==> config.mk <==
export PLATFORM = sky130hd
export DESIGN_NAME = feature_weight_loader
export DESIGN_NICKNAME = d
export VERILOG_FILES = /design/src/rtl/cnn_pkg.sv /design/src/rtl/weight_shift_reg.sv /design/src/rtl/feature_weight_loader.sv
export SDC_FILE = /design/constraint.sdc
export NUM_CORES = 1
export LEC_CHECK = 0
export ABC_AREA = 0
export CORE_MARGIN = 4
export CORE_UTILIZATION = 52
export DETAILED_ROUTE_END_ITERATION = 10
export PLACE_DENSITY = 0.81
export SLEW_MARGIN = 20
export SYNTH_ARGS = -nofsm -noshare
export SYNTH_HDL_FRONTEND = slang
export SYNTH_HIERARCHICAL = 1
export SYNTH_SLANG_ARGS = --single-unit
==> constraint.sdc <==
create_clock -name clk -period 2.15 [get_ports clk]
set_input_delay 0.43 -clock clk [delete_from_list [all_inputs] [get_ports clk]]
set_output_delay 0.43 -clock clk [all_outputs]
set_load 0.05 [all_outputs]
==> src/rtl/cnn_pkg.sv <==
// Definitions shared by the CNN weight path: loader state encoding and size helpers
// used by the loader, the weight memory and the CNN top.
package cnn_pkg;

  localparam int KERNEL_SIZE_DEF  = 3;
  localparam int NUM_FEATURES_DEF = 10;

  typedef enum logic [1:0] {
    IDLE  = 2'd0,
    SHIFT = 2'd1,
    WRITE = 2'd2,
    DONE  = 2'd3
  } loader_state_e;

  function automatic int kk_of(input int kernel_size);
    return kernel_size * kernel_size;
  endfunction

  // Spare MSB keeps the address compatible with the weight memory port width.
  function automatic int feat_addr_w(input int num_features);
    return $clog2(num_features) + 1;
  endfunction

endpackage

==> src/rtl/weight_shift_reg.sv <==
// Indexed deserializer: writes bit_in into bits_out[bit_idx] when load_en is high.
// Bits are overwritten in place, never cleared between features.
module weight_shift_reg #(
  parameter int KK = 9,
  parameter int IW = 5
) (
  input  logic          clk,
  input  logic          rst_cnn,
  input  logic          load_en,
  input  logic [IW-1:0] bit_idx,
  input  logic          bit_in,
  output logic          bits_out [KK]
);

  always_ff @(posedge clk or negedge rst_cnn) begin
    if (!rst_cnn) begin
      for (int i = 0; i < KK; i++) bits_out[i] <= 1'b0;
    end else if (load_en) begin
      for (int i = 0; i < KK; i++) begin
        if (bit_idx == IW'(i)) bits_out[i] <= bit_in;
      end
    end
  end

endmodule

==> src/rtl/feature_weight_loader.sv <==
// Packs a serial 1-bit weight stream into KK-bit feature vectors, strobes each into
// the weight memory, then enables convolution once every feature is loaded.
//
// state | meaning
// IDLE  | waiting for start after reset
// SHIFT | accepting serial bits for the current feature
// WRITE | one-cycle active-low write strobe at feat_cnt
// DONE  | all features loaded, convolution enabled; start reloads
module feature_weight_loader
  import cnn_pkg::*;
#(
  parameter int KERNEL_SIZE  = KERNEL_SIZE_DEF,
  parameter int NUM_FEATURES = NUM_FEATURES_DEF
) (
  input  logic                                 clk,
  input  logic                                 rst_loader,
  input  logic                                 start,
  input  logic                                 ser_data,
  input  logic                                 ser_valid,
  output logic                                 ser_ready,
  output logic                                 weights_out [kk_of(KERNEL_SIZE)],
  output logic [feat_addr_w(NUM_FEATURES)-1:0] feature_writeAddr,
  output logic                                 feature_WrEn,
  output logic                                 convolution_enable,
  output logic                                 load_done
);

  localparam int KK = kk_of(KERNEL_SIZE);
  localparam int AW = feat_addr_w(NUM_FEATURES);
  localparam int BW = $clog2(KK) + 1;

  loader_state_e state;
  logic [BW-1:0] bit_cnt;
  logic [AW-1:0] feat_cnt;
  logic          xfer;

  assign xfer              = (state == SHIFT) && ser_valid && ser_ready;
  assign feature_writeAddr = feat_cnt;

  weight_shift_reg #(
    .KK (KK),
    .IW (BW)
  ) u_shift (
    .clk      (clk),
    .rst_cnn  (rst_loader),
    .load_en  (xfer),
    .bit_idx  (bit_cnt),
    .bit_in   (ser_data),
    .bits_out (weights_out)
  );

  always_ff @(posedge clk or negedge rst_loader) begin
    if (!rst_loader) begin
      state              <= IDLE;
      bit_cnt            <= '0;
      feat_cnt           <= '0;
      ser_ready          <= 1'b0;
      feature_WrEn       <= 1'b1;
      convolution_enable <= 1'b1;
      load_done          <= 1'b0;
    end else begin
      case (state)
        IDLE: begin
          if (start) begin
            bit_cnt   <= '0;
            feat_cnt  <= '0;
            ser_ready <= 1'b1;
            state     <= SHIFT;
          end
        end
        SHIFT: begin
          if (xfer) begin
            if (bit_cnt == BW'(KK - 1)) begin
              bit_cnt      <= '0;
              ser_ready    <= 1'b0;
              feature_WrEn <= 1'b0;
              state        <= WRITE;
            end else begin
              bit_cnt <= bit_cnt + 1'b1;
            end
          end
        end
        WRITE: begin
          feature_WrEn <= 1'b1;
          if (feat_cnt == AW'(NUM_FEATURES - 1)) begin
            load_done          <= 1'b1;
            convolution_enable <= 1'b0;
            state              <= DONE;
          end else begin
            feat_cnt  <= feat_cnt + 1'b1;
            bit_cnt   <= '0;
            ser_ready <= 1'b1;
            state     <= SHIFT;
          end
        end
        DONE: begin
          if (start) begin
            convolution_enable <= 1'b1;
            load_done          <= 1'b0;
            bit_cnt            <= '0;
            feat_cnt           <= '0;
            ser_ready          <= 1'b1;
            state              <= SHIFT;
          end
        end
        default: state <= IDLE;
      endcase
    end
  end

endmodule

Yosys cells after proc, flatten, opt, wreduce, memory -nomap -nowiden

Cells that the tools add are included.

Flip-flop bits (word level): 25
Input port bits: 5
Output and inout bits: 18
Word-level logic and storage cells: 82

Add/subtract/negate cells: 2
Eq/ne operators: 18
Multiplexer cells: 23
Reductions and logical operators: 23

Operators with widths:

| kind                | count |
|---|---|
| $mux 5              | 5 |
| $eq 5x3->1 const B  | 4 |
| $reduce_and 2->1    | 9 |
| $pmux 5 s3          | 1 |
| $reduce_and 3->1    | 5 |
| $add 5x1->5 const B | 2 |
| $eq 5x2->1 const B  | 2 |
| $eq 5x4->1 const B  | 2 |
| $pmux 5 s2          | 1 |
| $mux 2              | 4 |
| $mux 1              | 7 |
| $ne 2x1->1 const B  | 3 |
| $ne 2x2->1 const B  | 3 |
| $pmux 1 s2          | 3 |
| $pmux 2 s3          | 1 |
| $reduce_bool 2->1   | 3 |
| $eq 5x1->1 const B  | 1 |
| $logic_not 5->1     | 1 |
| $eq 2x2->1 const B  | 2 |
| $reduce_and 4->1    | 1 |
| $pmux 1 s3          | 1 |
| $eq 2x1->1 const B  | 1 |
| $logic_and 1x1->1   | 2 |
| $logic_not 2->1     | 1 |
| $reduce_or 2->1     | 1 |

Longest topological paths before layout

Gate-level depths: netlist (run 1).

Depth in word-level cells: 5
Depth in mapped cells: 7
Gate-level depth less buffers: 7

Hierarchy

Netlist (run 1), hierarchy kept.

By module, submodules not included:

| module                | instances | cells an instance | area each (µm²) | sequential area each (µm²) |
|---|---|---|---|---|
| feature_weight_loader | 1         | 100               | 972.2           | 402.9 |
| weight_shift_reg      | 1         | 33                | 437.9           | 225.2 |

Least setup slack after synthesis (run 1)

OpenSTA, ideal clock, no wires.

Path type: reg-to-reg
Start: register feat_cnt[1], in the netlist feature_writeAddr[1]
End: register bit_cnt[4]
Setup time: 0.120 ns
Arrival time: 1.806 ns
Required time: 2.030 ns
Path slack: 0.224 ns
Stages on the path, launching flop included: 7
Buffers on the path: 0
Clock period less this slack: 1.926 ns
Path through: dfrtp_1 inv_1 ha_1 and4bb_4 a211oi_4 a21boi_1 a41o_1

Cells in the longest elaborated chain, start to end: 3

Ends and longest elaborated chain:

| what                              | line                        | source |
|---|---|---|
| start, declared                   | feature_weight_loader.sv:34 | `logic [AW-1:0] feat_cnt;` |
| start signal, assigned            | feature_weight_loader.sv:90 | `feat_cnt <= feat_cnt + 1'b1;` |
| $eq 5x4->1                        | feature_weight_loader.sv:85 | `if (feat_cnt == AW'(NUM_FEATURES - 1)) begin` |
| $ne 2x2->1 (no source line)       | --                          |  |
| $reduce_and 3->1 (no source line) | --                          |  |
| end signal, assigned              | feature_weight_loader.sv:79 | `bit_cnt <= bit_cnt + 1'b1;` |
| end, declared                     | feature_weight_loader.sv:33 | `logic [BW-1:0] bit_cnt;` |

No other way between the ends.
A chain may end at the register's enable or synchronous reset.

Worst setup path in the final report (run 1)

Start: register feat_cnt[2], in the netlist feature_writeAddr[2]
End: output port feature_writeAddr[2]

RTL lines:

| what          | line                        | source |
|---|---|---|
| end, declared | feature_weight_loader.sv:22 | `output logic [feat_addr_w(NUM_FEATURES)-1:0] feature_writeAddr,` |

No word-level cell between the ends.

==> flow_metrics.py, run 1 <==
metrics = {
    "status": {
        "status": "finished, final reports clean",
    },
    "drt": {
        "drt-total-wl_mm": 2.80,
        "wire_per_inst_um": 14.6,
        "drtPass1Iterations": 4,
        "vias": 1094,
        "vias_per_cell": 5.70,
        "drt_iter0_markers": 43,
        "drc": 0,
        "drtAntennaViolNets": 0,
    },
    "logic_synthesis": {
        "synth_ff_type": "dfrtp_1",
        "synth_warnings": 6,
        "synth_fa_ha_area_frac": 0.0710,
        "syn_area_um2": 1410,
        "syn_inst": 133,
        "synth_top_area_share": 0.408,
        "synth-seq-cells": 25,
        "synthTopCellsByArea": "dfrtp_1 41%, ha_1 7.1%, mux2_2 4.8%",
        "synth_top_family_by_area": "simple AND/OR/NAND/NOR gates",
        "synth.distinct_cells": 40,
        "ys_seq_area_frac": 0.445,
        "syn_avg_cell_area_um2": 10.6,
        "synth_edf_count": 0,
        "yosys.area_share.simple": 0.213,
        "synth_top_area_cell": "dfrtp_1",
        "synthXorXnorAreaFrac": 0.0124,
        "synth-compound-area-share": 0.132,
        "synth_mux_area_frac": 0.0967,
        "syn_nets": 146,
        "async_flop_share": 1.00,
    },
    "power_and_ir_drop": {
        "ir_drop_uv": 1160,
        "power_frac_seq": 0.357,
        "p_leak_uw": 0.000790,
        "power.internal_uw": 1080,
        "p_clk_frac": 0.107,
        "power_density_nw_per_um2": 1160,
        "power_frac_comb": 0.536,
        "p_switching_uw": 928,
        "sw_frac_of_total": 0.463,
    },
    "grt": {
        "first_global_vias": 1127,
        "antenna_found_initial": 0,
        "grt_start_max_net_pins": 26,
        "grt_use_total": 0.179,
        "overflow": 0,
        "grt_pass1_wl_mm": 4.93,
    },
    "cells_and_area": {
        "area_growth_pct": 22.4,
        "antenna_cells": 0,
        "final_area_um2": 1730,
        "layout_common_cells": "23 x dfrtp_1, 19 x clkdlybuf4s50_1, 15 x nand2_1",
        "layout_commonest_cell": "dfrtp_1",
        "instances_no_fill": 192,
        "drive_gt1_frac": 0.160,
        "nNetsFinal": 176,
    },
    "timing": {
        "worstMarginPinSlew_ns": 0.520,
        "final_max_slew_viol_count": 0,
        "clock_skew_ns": 0.00449,
        "fin_setup_tns_ns": 0,
        "max_slew_margin": 0.652,
        "setup_viol": 0,
        "hold_ws_ns": 0.451,
        "period_minus_slack_ns": 2.07,
        "final-hold-violation-count": 0,
        "finalCritPeriodShare": 0.964,
        "rsz0062_at_grt": "no",
        "max_freq_mhz": 483,
    },
    "clock_tree": {
        "postCtsSetupBuffers": 0,
        "hold_buffers": 0,
        "cts_tree": "done",
        "cts_root_buf": "clkbuf_4",
        "cts.sinks": 25,
        "clkTransAtPathRegs_ns": 0.14,
        "h-tree-depth": 1,
        "cts_inserted_buffers": 3,
        "cts_resized": 0,
        "clk_latency_ns": 0.32,
        "cts_buffer_depth": 2,
    },
    "worst_setup_path": {
        "required_ns": 1.72,
        "arrival_ns": 1.64,
        "path_delay_family": "buffers and inverters",
        "max_stage_delay_ns": 0.85,
        "critPathSlowestCell": "clkdlybuf4s50_1",
        "setup.worst_path.start_class": "flop",
        "crit_path_max_fanout": 7,
        "worstSetupPathType": "flop to output port",
        "path_cells": "clkdlybuf4s50_1",
        "path_buf_inv": 1,
        "crit_path_end_kind": "output port",
    },
    "placed_design": {
        "io_buffers": 22,
        "place.gp.congestion": 0.764,
        "dp_hpwl_mm": 2.06,
        "place_area_um2": 1700,
        "dp.cells": 188,
    },
    "die": {
        "die_h_um": 60.1,
        "die-area_um2": 3610,
        "io_pins": 23,
        "initial_utilization": 0.559,
        "rows": 18,
        "dieWidth_um": 60.1,
        "design.core.area_um2": 2520,
    },
    "hold_path": {
        "hp-class": "input port to asynchronous set/reset pin",
    },
    "run": {
        "cap_violations": 0,
    },
}
## power by group through the flow
stage,Clock [µW],Combinational (µW),Sequential [µW]
CTS,222,1080,713
floorplan,0,490,974
global placement,0,1050,714
detailed placement,0,1070,723
global route,241,1160,739
finish,214,1070,715
## layer usage
| layer | track usage | up-vias | part of all wire |
|---|---|---|---|
| li1 | - | 540 | - |
| met1 | 0.245 | 526 | 0.47 |
| met2 | 0.292 | 24 | 0.49 |
| met3 | 0.0281 | 4 | 0.033 |
| met4 | 0.0538 | 0 | 0.0096 |
| met5 | 0 | - | 0 |
## through the flow
stage / setup slack [ns] / power, µW / util
detailed placement: 0.200 / 1790 / 0.672
finish: 0.0782 / 2000 / 0.685
CTS: 0.0135 / 2010 / 0.683
global route: 0.0128 / 2140 / 0.685
global placement: 0.239 / 1760 / 0.672
floorplan: 0.224 / 1460 / -
## synth_stat cells (4+ instances only)
cell type,instances
a21oi_1,7
dfrtp_1,23
ha_1,8
inv_1,9
mux2_2,6
nand2_1,15
nand3_1,7
nand4_1,5
nor2_1,4
nor3_1,4
o21ai_0,4
## cell type report
cell class | instances | area (µm²)
Fill cell | 207 | 796
Multi-Input combinational cell | 97 | 741
Sequential cell | 25 | 628
Timing Repair Buffer | 27 | 260
Tap cell | 30 | 37.5
Inverter | 9 | 33.8
Clock buffer | 4 | 26.3
## cells by family after synthesis
group	Yosys count
AO/OA/AOI/OAI	26
flip-flops	25
AND/OR/NAND/NOR	49
XOR/XNOR	2
buffers and inverters	11
multiplexers	12
adder cells (fa/ha/maj)	8
## final timing paths
check | startpoint | end | slack (ns) | depth (start not counted)
worst max register to register | state[0] | bit_cnt[4] | 0.34 | 6
min in group clk | feature_WrEn | feature_WrEn | 0.50 | 2
worst max-delay path | feature_writeAddr[2] | feature_writeAddr[2] | 0.08 | 1
worst min register to register | feature_WrEn | feature_WrEn | 0.50 | 2
worst min-delay path | rst_loader | u_shift/bits_out[0] | 0.45 | 2
max in group asynchronous | rst_loader | convolution_enable | 1.41 | 2
## registers in the layout (all words and copies together), names as in the netlist
| name | flops |
|---|---|
| state | 2 |
| u_shift/bits_out | 9 |
| ser_ready | 1 |
| bit_cnt | 5 |
| feature_WrEn | 1 |
| convolution_enable | 1 |
| load_done | 1 |
| feature_writeAddr | 5 |
No activity file was read; power rests on OpenSTA's default activity.
==> run 2, diff against run 1 <==
- CORE_MARGIN: 4 -> unset
- CORE_UTILIZATION: 52 -> 55
- CTS_BUF_LIST: unset -> sky130_fd_sc_hd__clkbuf_4 sky130_fd_sc_hd__clkbuf_8
- PLACE_DENSITY: 0.81 -> 0.85
==> flow_metrics.py, run 2 (synthesized netlist as in run 1, its figures left out) <==
metrics = {
    "clock_tree": {
        "clk_latency_ns": 0.32,
        "cts_resized": 0,
        "h-tree-depth": 1,
        "postCtsSetupBuffers": 0,
        "cts.sinks": 25,
        "cts_root_buf": "clkbuf_4",
        "cts_tree": "done",
        "cts_inserted_buffers": 3,
        "cts_buffer_depth": 2,
        "clkTransAtPathRegs_ns": 0.14,
        "hold_buffers": 0,
    },
    "grt": {
        "grt_pass1_wl_mm": 4.97,
        "overflow": 0,
        "grt_use_total": 0.248,
        "first_global_vias": 1133,
        "antenna_found_initial": 0,
        "grt_start_max_net_pins": 26,
    },
    "die": {
        "design.core.area_um2": 2320,
        "die-area_um2": 2770,
        "die_h_um": 52.6,
        "initial_utilization": 0.608,
        "dieWidth_um": 52.6,
        "rows": 17,
        "io_pins": 23,
    },
    "power_and_ir_drop": {
        "p_total_uw": 2020,
        "power_density_nw_per_um2": 1170,
        "power.internal_uw": 1080,
        "sw_frac_of_total": 0.464,
        "ir_drop_uv": 1060,
        "p_clk_frac": 0.112,
        "p_leak_uw": 0.000773,
        "p_switching_uw": 935,
        "power_frac_seq": 0.355,
        "power_frac_comb": 0.532,
    },
    "timing": {
        "finalCritPeriodShare": 0.984,
        "clock_skew_ns": 0.00384,
        "setup_viol": 0,
        "worstMarginPinSlew_ns": 0.513,
        "max_freq_mhz": 472,
        "final-hold-violation-count": 0,
        "period_minus_slack_ns": 2.12,
        "rsz0062_at_grt": "no",
        "fin_setup_tns_ns": 0,
        "final_max_slew_viol_count": 0,
        "max_slew_margin": 0.657,
    },
    "worst_setup_path": {
        "path_delay_family": "buffers and inverters",
        "setup.worst_path.start_class": "flop",
        "worstSetupPathType": "flop to output port",
        "path_cells": "clkdlybuf4s50_1",
        "arrival_ns": 1.69,
        "critPathSlowestCell": "clkdlybuf4s50_1",
        "max_stage_delay_ns": 0.80,
        "crit_path_end_kind": "output port",
        "crit_path_max_fanout": 3,
        "path_buf_inv": 1,
        "required_ns": 1.72,
    },
    "drt": {
        "vias_per_cell": 5.84,
        "drt-total-wl_mm": 2.95,
        "drtPass1Iterations": 4,
        "drt_iter0_markers": 25,
        "drtAntennaViolNets": 0,
        "vias": 1103,
        "drc": 0,
        "wire_per_inst_um": 15.6,
    },
    "cells_and_area": {
        "layout_common_cells": "23 x dfrtp_1, 22 x clkdlybuf4s50_1, 15 x nand2_1",
        "drive_gt1_frac": 0.155,
        "antenna_cells": 0,
        "top_register": "u_shift/bits_out",
        "nNetsFinal": 175,
        "largest_reg_flops": 9,
        "area_growth_pct": 21.8,
        "layout_commonest_cell": "dfrtp_1",
    },
    "run": {
        "cap_violations": 0,
    },
    "hold_path": {
        "hp-class": "input port to asynchronous set/reset pin",
    },
    "placed_design": {
        "place.gp.congestion": 0.812,
        "io_buffers": 22,
        "dp_hpwl_mm": 2.15,
    },
    "status": {
        "status": "finished, final reports clean",
    },
}
## run 2: final cells by class
class	instances	area (µm²)
clock buffers	4	30.0
fillers	177	601
inverters	9	33.8
multi-input cells	97	741
flip-flops and latches	25	628
well taps	28	35.0
repair buffers	26	250
## run 2: path summary, 6_finish.rpt
kind                              start                   to  cells after the start  slack (ns)
min reg2reg                feature_WrEn         feature_WrEn                      2        0.51
min                          rst_loader  u_shift/bits_out[0]                      2        0.45
max in group asynchronous    rst_loader   convolution_enable                      2        1.41
max                        feature_WrEn         feature_WrEn                      1        0.03
max reg2reg                    state[0]           bit_cnt[4]                      6        0.27
min in group clk           feature_WrEn         feature_WrEn                      2        0.51
## run 2: metal layers
metal,GRT usage,up-vias,routed length (µm)
met5,0,-,0
met1,0.291,536,1320
met3,0.0290,6,79
met4,0.110,0,40
met2,0.447,22,1510
li1,-,539,-
## run 2: power by group through the flow
stage / Combinational (µW) / Sequential (µW) / Clock (µW)
after floorplan: 490 / 974 / 0
after global placement: 1030 / 714 / 0
after detailed placement: 1060 / 724 / 0
after CTS: 1070 / 714 / 229
after global routing: 1160 / 736 / 245
final: 1070 / 716 / 227
## run 2: per-stage QoR
step | worst slack [ns] | instance area, µm² | hold WS [ns] | utilization | cells
floorplan | 0.224 | 1410 | 0.134 | - | 133
global placement | 0.244 | 1690 | 0.474 | 0.728 | 185
detailed placement | 0.166 | 1690 | 0.485 | 0.728 | 185
CTS | 0.0333 | 1720 | 0.458 | 0.741 | 189
global route | 0.0000305 | 1720 | 0.492 | 0.741 | 189
finish | 0.0334 | 1720 | 0.448 | 0.741 | 189
==> run 3, diff against run 2 <==
- CORE_UTILIZATION: 55 -> 65
- DONT_BUFFER_PORTS: unset -> 1
- PLACE_DENSITY: 0.85 -> 0.84
==> flow_metrics.py, run 3 (synthesized netlist as in run 1, its figures left out) <==
metrics = {
    "clock_tree": {
        "postCtsSetupBuffers": 0,
        "clk_latency_ns": 0.31,
        "cts_tree": "done",
        "cts_buffer_depth": 2,
        "h-tree-depth": 1,
        "hold_buffers": 1,
        "clkTransAtPathRegs_ns": 0.14,
        "cts_root_buf": "clkbuf_4",
        "cts.sinks": 25,
        "cts_resized": 0,
        "cts_inserted_buffers": 3,
    },
    "timing": {
        "setup_ws_ns": 0.253,
        "final_max_slew_viol_count": 0,
        "finalCritPeriodShare": 0.882,
        "max_slew_margin": 0.637,
        "clock_skew_ns": 0.00454,
        "final-hold-violation-count": 0,
        "rsz0062_at_grt": "no",
        "period_minus_slack_ns": 1.90,
        "setup_viol": 0,
        "fin_setup_tns_ns": 0,
        "max_freq_mhz": 527,
        "worstMarginPinSlew_ns": 0.545,
    },
    "power_and_ir_drop": {
        "power_density_nw_per_um2": 1210,
        "p_total_uw": 1850,
        "p_leak_uw": 0.000710,
        "ir_drop_uv": 908,
    },
    "drt": {
        "drt-total-wl_mm": 2.53,
        "drt_iter0_markers": 20,
        "wire_per_inst_um": 14.9,
        "drtAntennaViolNets": 0,
        "vias_per_cell": 6.05,
        "vias": 1029,
        "drtPass1Iterations": 4,
        "drc": 0,
    },
    "placed_design": {
        "place.gp.congestion": 0.830,
        "post-place-ws_ns": 0.288,
        "io_buffers": 0,
        "dp_hpwl_mm": 1.91,
    },
    "worst_setup_path": {
        "max_stage_delay_ns": 0.50,
        "crit_start": "bit_cnt[0]",
        "required_ns": 2.36,
        "crit_path_end_kind": "flop",
        "critPathSlowestCell": "dfrtp_1",
        "worstSetupPathType": "flop to flop",
        "crit_path_max_fanout": 8,
        "worstRegToRegCells": 6,
        "arrival_ns": 2.11,
        "path_delay_family": "flip-flops",
        "rr_startpoint": "bit_cnt[0]",
        "setup.worst_path.start_class": "flop",
        "path_buf_inv": 1,
        "cp.depth": 6,
        "path_cells": "inv_1, ha_1, nand4bb_1, o21ai_2, nand3_1, mux2_1",
    },
    "die": {
        "die-area_um2": 2360,
        "initial_utilization": 0.704,
        "io_pins": 23,
        "design.core.area_um2": 2000,
        "dieWidth_um": 48.6,
        "die_h_um": 48.6,
        "rows": 16,
    },
    "cells_and_area": {
        "largest_reg_flops": 9,
        "layout_common_cells": "23 x dfrtp_1, 15 x nand2_1, 9 x inv_1",
        "nNetsFinal": 157,
        "drive_gt1_frac": 0.203,
        "antenna_cells": 0,
        "top_register": "u_shift/bits_out",
        "area_growth_pct": 8.07,
        "layout_commonest_cell": "dfrtp_1",
    },
    "status": {
        "status": "finished, final reports clean",
    },
    "grt": {
        "first_global_vias": 1042,
        "overflow": 0,
        "grt_pass1_wl_mm": 4.46,
        "grt_use_total": 0.246,
        "antenna_found_initial": 0,
        "grt_start_max_net_pins": 26,
    },
    "hold_path": {
        "hp-class": "input port to asynchronous set/reset pin",
    },
    "run": {
        "cap_violations": 0,
    },
}
run 3: report_power, final:
group          internal [µW]  leakage, µW  switching (µW)
Clock                   70.9    0.0000139             138
Combinational            297     0.000371             441
Sequential               589     0.000325             311
Total                    957     0.000710             890
run 3: metrics by stage:
stage / instance area (µm²) / hold slack, ns / instances / util
3_3_place_gp: 1490 / 0.135 / 165 / 0.744
2_1_floorplan: 1410 / 0.134 / 133 / -
5_1_grt: 1520 / 0.0872 / 170 / 0.761
4_1_cts: 1530 / 0.165 / 170 / 0.764
3_5_place_dp: 1490 / 0.135 / 165 / 0.744
6_report: 1520 / 0.0721 / 170 / 0.761
run 3: worst paths after layout:
path,endpoint,slack [ns]
worst max-delay path,ser_ready,0.25
worst min-delay path,u_shift/bits_out[0],0.07
worst max register to register,ser_ready,0.25
worst min register to register,state[1],0.63
max in group asynchronous,convolution_enable,1.70
min in group clk,feature_writeAddr[4],0.18
run 3: worst register-to-register path, delay by kind of cell, from the launching register on:
family | cells | cell delay [ns]
adders and majority gates | 1 | 0.15
muxes | 1 | 0.32
AOI/OAI and AO/OA | 1 | 0.32
and+or+nand+nor | 2 | 0.36
buffers and inverters | 1 | 0.14
DFF | 1 | 0.50
run 3: cell type report:
| cell class | instances | area, µm² |
|---|---|---|
| Multi-Input combinational cell | 97 | 741 |
| Sequential cell | 25 | 628 |
| Fill cell | 135 | 478 |
| Timing Repair Buffer | 8 | 57.6 |
| Inverter | 9 | 33.8 |
| Tap cell | 27 | 33.8 |
| Clock buffer | 3 | 22.5 |
| Clock inverter | 1 | 7.51 |
run 3: layer usage:
metal  vias to the layer above  wire (µm)  GRT usage
li1                        501          -          -
met1                       500       1100      0.300
met5                         -          0          0
met4                         0         14      0.103
met2                        26       1290      0.427
met3                         2        115     0.0472
